### src/rtl/srl_fifo_pkg.sv
// Shared types and elaboration helpers for the SRL-backed first-word-fall-through FIFO.
package srl_fifo_pkg;

    typedef enum logic {
        OutIdle  = 1'b0,
        OutValid = 1'b1
    } out_state_e;

    function automatic int unsigned clog2(input int unsigned v);
        int unsigned r;
        r = 0;
        for (int i = 0; i < 32; i++) begin
            if ((64'(1) << i) < 64'(v)) begin
                r = i + 1;
            end
        end
        return r;
    endfunction

    // Every SRL entry must be reachable through the read address.
    function automatic bit depth_fits(input int unsigned depth, input int unsigned addr_width);
        return (depth > 0) && (clog2(depth) <= addr_width);
    endfunction

endpackage

### src/rtl/srl_fifo_storage.sv
// Shift-register storage: a write shifts every entry up by one and loads din into entry 0.
module srl_fifo_storage #(
    parameter int unsigned DATA_WIDTH = 1,
    parameter int unsigned ADDR_WIDTH = 2,
    parameter int unsigned DEPTH      = 4
) (
    input  logic                  clk_i,
    input  logic                  we_i,
    input  logic [ADDR_WIDTH-1:0] addr_i,
    input  logic [DATA_WIDTH-1:0] din_i,
    output logic [DATA_WIDTH-1:0] dout_o
);

    logic [DATA_WIDTH-1:0] mem_q [DEPTH];

    always_ff @(posedge clk_i) begin
        if (we_i) begin
            mem_q[0] <= din_i;
            for (int i = 1; i < DEPTH; i++) begin
                mem_q[i] <= mem_q[i-1];
            end
        end
    end

    assign dout_o = mem_q[addr_i];

endmodule

### src/rtl/srl_fifo_ctrl.sv
// FWFT FIFO controller: sequences the SRL storage and owns a registered output stage,
// giving DEPTH + 1 words of capacity behind a full_n / empty_n handshake.
module srl_fifo_ctrl
    import srl_fifo_pkg::*;
#(
    parameter int unsigned DATA_WIDTH = 1,
    parameter int unsigned ADDR_WIDTH = 2,
    parameter int unsigned DEPTH      = 4
) (
    input  logic                  ap_clk,
    input  logic                  ap_rst_n,
    input  logic                  flush,
    input  logic                  if_write,
    input  logic [DATA_WIDTH-1:0] if_din,
    output logic                  if_full_n,
    input  logic                  if_read,
    output logic [DATA_WIDTH-1:0] if_dout,
    output logic                  if_empty_n,
    output logic [ADDR_WIDTH:0]   count
);

    localparam int unsigned CntW = ADDR_WIDTH + 1;
    localparam logic [CntW-1:0] CntFull = CntW'(DEPTH);

    if (!depth_fits(DEPTH, ADDR_WIDTH)) begin : g_bad_depth
        $error("srl_fifo_ctrl: DEPTH does not fit in 2**ADDR_WIDTH entries");
    end

    logic [CntW-1:0]       srl_cnt_q, srl_cnt_d, cnt_m1;
    out_state_e            out_state_q, out_state_d;
    logic [DATA_WIDTH-1:0] out_data_q, out_data_d, srl_dout;
    logic [ADDR_WIDTH-1:0] srl_addr;
    logic                  push, pop, load, out_valid;

    assign out_valid = (out_state_q == OutValid);
    assign if_full_n = (srl_cnt_q != CntFull);
    assign push      = if_write & if_full_n & ~flush;
    assign pop       = if_read & out_valid;
    assign load      = (srl_cnt_q != '0) & (~out_valid | pop);

    // The read happens before the shift, so the oldest entry sits at srl_cnt - 1.
    assign cnt_m1    = srl_cnt_q - CntW'(1);
    assign srl_addr  = (srl_cnt_q == '0) ? '0 : cnt_m1[ADDR_WIDTH-1:0];

    srl_fifo_storage #(
        .DATA_WIDTH(DATA_WIDTH),
        .ADDR_WIDTH(ADDR_WIDTH),
        .DEPTH     (DEPTH)
    ) u_storage (
        .clk_i (ap_clk),
        .we_i  (push),
        .addr_i(srl_addr),
        .din_i (if_din),
        .dout_o(srl_dout)
    );

    always_comb begin
        srl_cnt_d   = srl_cnt_q;
        out_state_d = out_state_q;
        out_data_d  = out_data_q;
        if (flush) begin
            srl_cnt_d   = '0;
            out_state_d = OutIdle;
        end else begin
            srl_cnt_d = srl_cnt_q + {{ADDR_WIDTH{1'b0}}, push} - {{ADDR_WIDTH{1'b0}}, load};
            if (load) begin
                out_state_d = OutValid;
                out_data_d  = srl_dout;
            end else if (pop) begin
                out_state_d = OutIdle;
            end
        end
    end

    always_ff @(posedge ap_clk or negedge ap_rst_n) begin
        if (!ap_rst_n) begin
            srl_cnt_q   <= '0;
            out_state_q <= OutIdle;
            out_data_q  <= '0;
        end else begin
            srl_cnt_q   <= srl_cnt_d;
            out_state_q <= out_state_d;
            out_data_q  <= out_data_d;
        end
    end

    assign if_empty_n = out_valid;
    assign if_dout    = out_data_q;
    assign count      = srl_cnt_q + {{ADDR_WIDTH{1'b0}}, out_valid};

endmodule

### config.mk
export PLATFORM = sky130hd
export DESIGN_NAME = srl_fifo_ctrl
export DESIGN_NICKNAME = d
export VERILOG_FILES = /design/src/rtl/srl_fifo_pkg.sv /design/src/rtl/srl_fifo_storage.sv /design/src/rtl/srl_fifo_ctrl.sv
export SDC_FILE = /design/constraint.sdc
export NUM_CORES = 1
export LEC_CHECK = 0
export CAP_MARGIN = 20
export CORE_UTILIZATION = 30
export CTS_CLUSTER_DIAMETER = 120
export DETAILED_ROUTE_END_ITERATION = 10
export PLACE_DENSITY = 0.55
export REMOVE_ABC_BUFFERS = 1
export SYNTH_ARGS = -nofsm -noshare
export SYNTH_HDL_FRONTEND = slang
export SYNTH_SLANG_ARGS = --single-unit
export TNS_END_PERCENT = 1
### constraint.sdc
create_clock -name ap_clk -period 2.4 [get_ports ap_clk]
set_input_delay 0.48 -clock ap_clk [delete_from_list [all_inputs] [get_ports ap_clk]]
set_output_delay 0.48 -clock ap_clk [all_outputs]
set_load 0.02 [all_outputs]
==> qor.csv <==
metric;value;unit
run status;finished, final reports clean;
Cell Area, Synth;479.2;um2
endpoints failing hold;0;
Cell variety after synth;23;
Clk Tree Root Cell;clkbuf_4;
crit path from;srl_cnt_q[0];
vias in the first global route;373;
fraction of registers with async set/reset;0.5556;
core area;0.001506;mm2
top post-synthesis cells by area;dfrtp_1, edfxtp_1, ha_1;
global route total overflow;0;
layout cell share with drive strength beyond 1;0.2034;
Area Overhead vs Synth;39.16;%
cells after synthesis;40;
Synth top cells by count;dfrtp_1, edfxtp_1, nor2_1, ha_1, xor2_1;
worst-margin pin slew;0.3408;ns
r2r endpoint;srl_cnt_q[2];
Gate power share;0.543;
clock sink count;9;
post-layout min period;2.292;ns
Vias/cell;4.840;
mux contribution to synthesized area;0.02089;
Synth top area share;0.2611;
RePlAce Congestion;0.7739;
post-route clock period utilization;0.9551;
Synth Area in Simple Gates;0.1723;
Peak Freq;0.4362;GHz
CP max FO;7;
Layout Nets;70;
Detailed Route WL;933;um
reg-to-reg slack, setup;0.24;ns
largest family of logic cells by synthesized area;simple AND/OR/NAND/NOR gates;
Worst Setup EP;count[1];
antenna-violating nets left;0;
port bufs;11;
Slew Limit Fails;0;
initial antenna violation count;0;
iteration count of the initial detailed-routing pass;3;
static leakage;0.2900;nW
Die Ht;41.97;um
Worst-Skew Late Latency;0.26;ns
first-pass GRT wire length;1.642;mm
Synth Area in Compound Gates;0.09399;
Yosys warning count;0;
type of origin of the critical path;flop;
internal power;0.4956;mW
Flop pwr share;0.313;
Most used DFF post-synth;dfrtp_1;
I/O Pins;12;
worst hold path type;in -> async;
Synth Register Bits;9;
Initial DRC Count;3;
Switching Fraction;0.3945;
most common cell in the netlist;dfrtp_1;
DP HPWL;733.1;um
CTS clk-pin slew, worst paths;0.07;ns
CTS tree;yes;
final instance area;666.9;um2
CP Class;reg -> out;
clock share of power;0.144;
hold_buf cts;0;
clock skew;0.007667;ns
R2R Path Start;srl_cnt_q[1];
adder-cell share of the synthesized area;0.1201;
FP Rows;14;
Initial Util;0.3181;
wire per inst;12.44;um
n_diodes;0;
pwr dens;1227;mW/mm2
Psw;0.3229;mW
H-Tree Depth;1;
Slew Limit Headroom;0.7728;
Avg Cell Area, Syn;11.98;um2
Worst EP arrival;1.81;ns
RSZ-0062 raised after global routing;no;
number of flops mapped to enable cells by yosys;4;
placed inst area;641.9;um2
register area share after synthesis;0.5117;
die area;0.001761;mm2
Die X;41.97;um
largest net degree at the start of global routing;8;
via count;363;
clk buf depth;2;
worst vdd ir;0.4327;mV
post-route insts no fill;75;
Yosys top cell by area;dfrtp_1;
placed cells;71;
total power;0.8185;mW
r2r worst-path depth;9;
DRC viols;0;
XOR/XNOR Fraction of Synth Area;0.05483;
endpoints failing setup;0;
gr usage total;0.1282;
Max Cap Viol;0;
Worst EP required;1.92;ns
Inserted Clock Buffers;3;
crit end category;primary output;
==> what timing repair did <==
item | CTS | global route
setup buffers | 0 | 0
gates resized for setup | 1 | 0
endpoints found under the setup margin | 1 | 0
==> critical path, stage by stage (launching register included) <==
cell and delay, ns:
dfrtp_1 0.47, ha_1 0.23, ha_1 0.27, clkdlybuf4s50_1 0.59
==> stage by stage <==
step                      utilization  hold slack [ns]  setup slack [ns]  TNS (ns)
after floorplan                     -           0.1844            0.3337         0
after global placement         0.4261           0.4385          -0.03442  -0.03442
after detailed placement       0.4261           0.4432          -0.09811  -0.09811
after CTS                      0.4427           0.4539           0.09202         0
after global routing           0.4427           0.4614           0.04463         0
final                          0.4427           0.4444            0.1077         0
==> flip-flops by register name, indices dropped and copies added (netlist names) <==
register,count
if_empty_n,1
u_storage.mem_q,4
if_dout,1
srl_cnt_q,3
==> power by group through the flow <==
| stage | registers, mW | logic (mW) | clock network, mW |
|---|---|---|---|
| finish | 0.256 | 0.444 | 0.118 |
| global route | 0.264 | 0.496 | 0.133 |
| CTS | 0.256 | 0.452 | 0.123 |
| detailed placement | 0.260 | 0.456 | 0 |
| global placement | 0.260 | 0.452 | 0 |
| floorplan | 0.273 | 0.252 | 0 |
==> metal layers <==
metal	global-route usage	part of all wire
met4	0.05806	0.011
met2	0.1938	0.47
met3	0.04348	0.059
met1	0.1653	0.46
met5	0	0
==> placed cells by master, fill, tap and decap left out, types with 2 or more instances in the layout <==
cell / Yosys / final
buf_4: 0 / 5
clkbuf_4: 0 / 3
clkdlybuf4s50_1: 0 / 10
dfrtp_1: 5 / 5
edfxtp_1: 4 / 4
ha_1: 3 / 3
inv_1: 2 / 2
nor2_1: 4 / 4
nor2b_1: 2 / 2
nor3_1: 2 / 2
xor2_1: 3 / 3
==> worst min path at each step <==
stage / startpoint / to / slack, ns
final: ap_rst_n / srl_cnt_q[0] / 0.44
after detailed placement: u_storage.mem_q[1] / u_storage.mem_q[2] / 0.44
after floorplan: ap_rst_n / if_dout / 0.18
after global placement: u_storage.mem_q[1] / u_storage.mem_q[2] / 0.44
after CTS: ap_rst_n / srl_cnt_q[1] / 0.45
after global routing: ap_rst_n / srl_cnt_q[0] / 0.46
==> layout make-up <==
type                    instances  area, um2
clock buffers                   4      26.28
flip-flops and latches          9      245.2
fillers                       153      839.6
multi-input cells              28      221.5
well taps                      16      20.02
inverters                       2      7.507
repair buffers                 16      146.4
==> logic make-up (layout without fill, tap and decap cells) <==
| kind of cell | Yosys count | in the layout |
|---|---|---|
| AND/OR/NAND/NOR | 14 | 14 |
| flip-flops | 9 | 9 |
| XOR/XNOR | 3 | 3 |
| adder cells (fa/ha/maj) | 4 | 4 |
| buffers and inverters | 3 | 22 |
| multiplexers | 1 | 1 |
| AO/OA/AOI/OAI | 6 | 6 |
(Power assumes the default switching activity.)
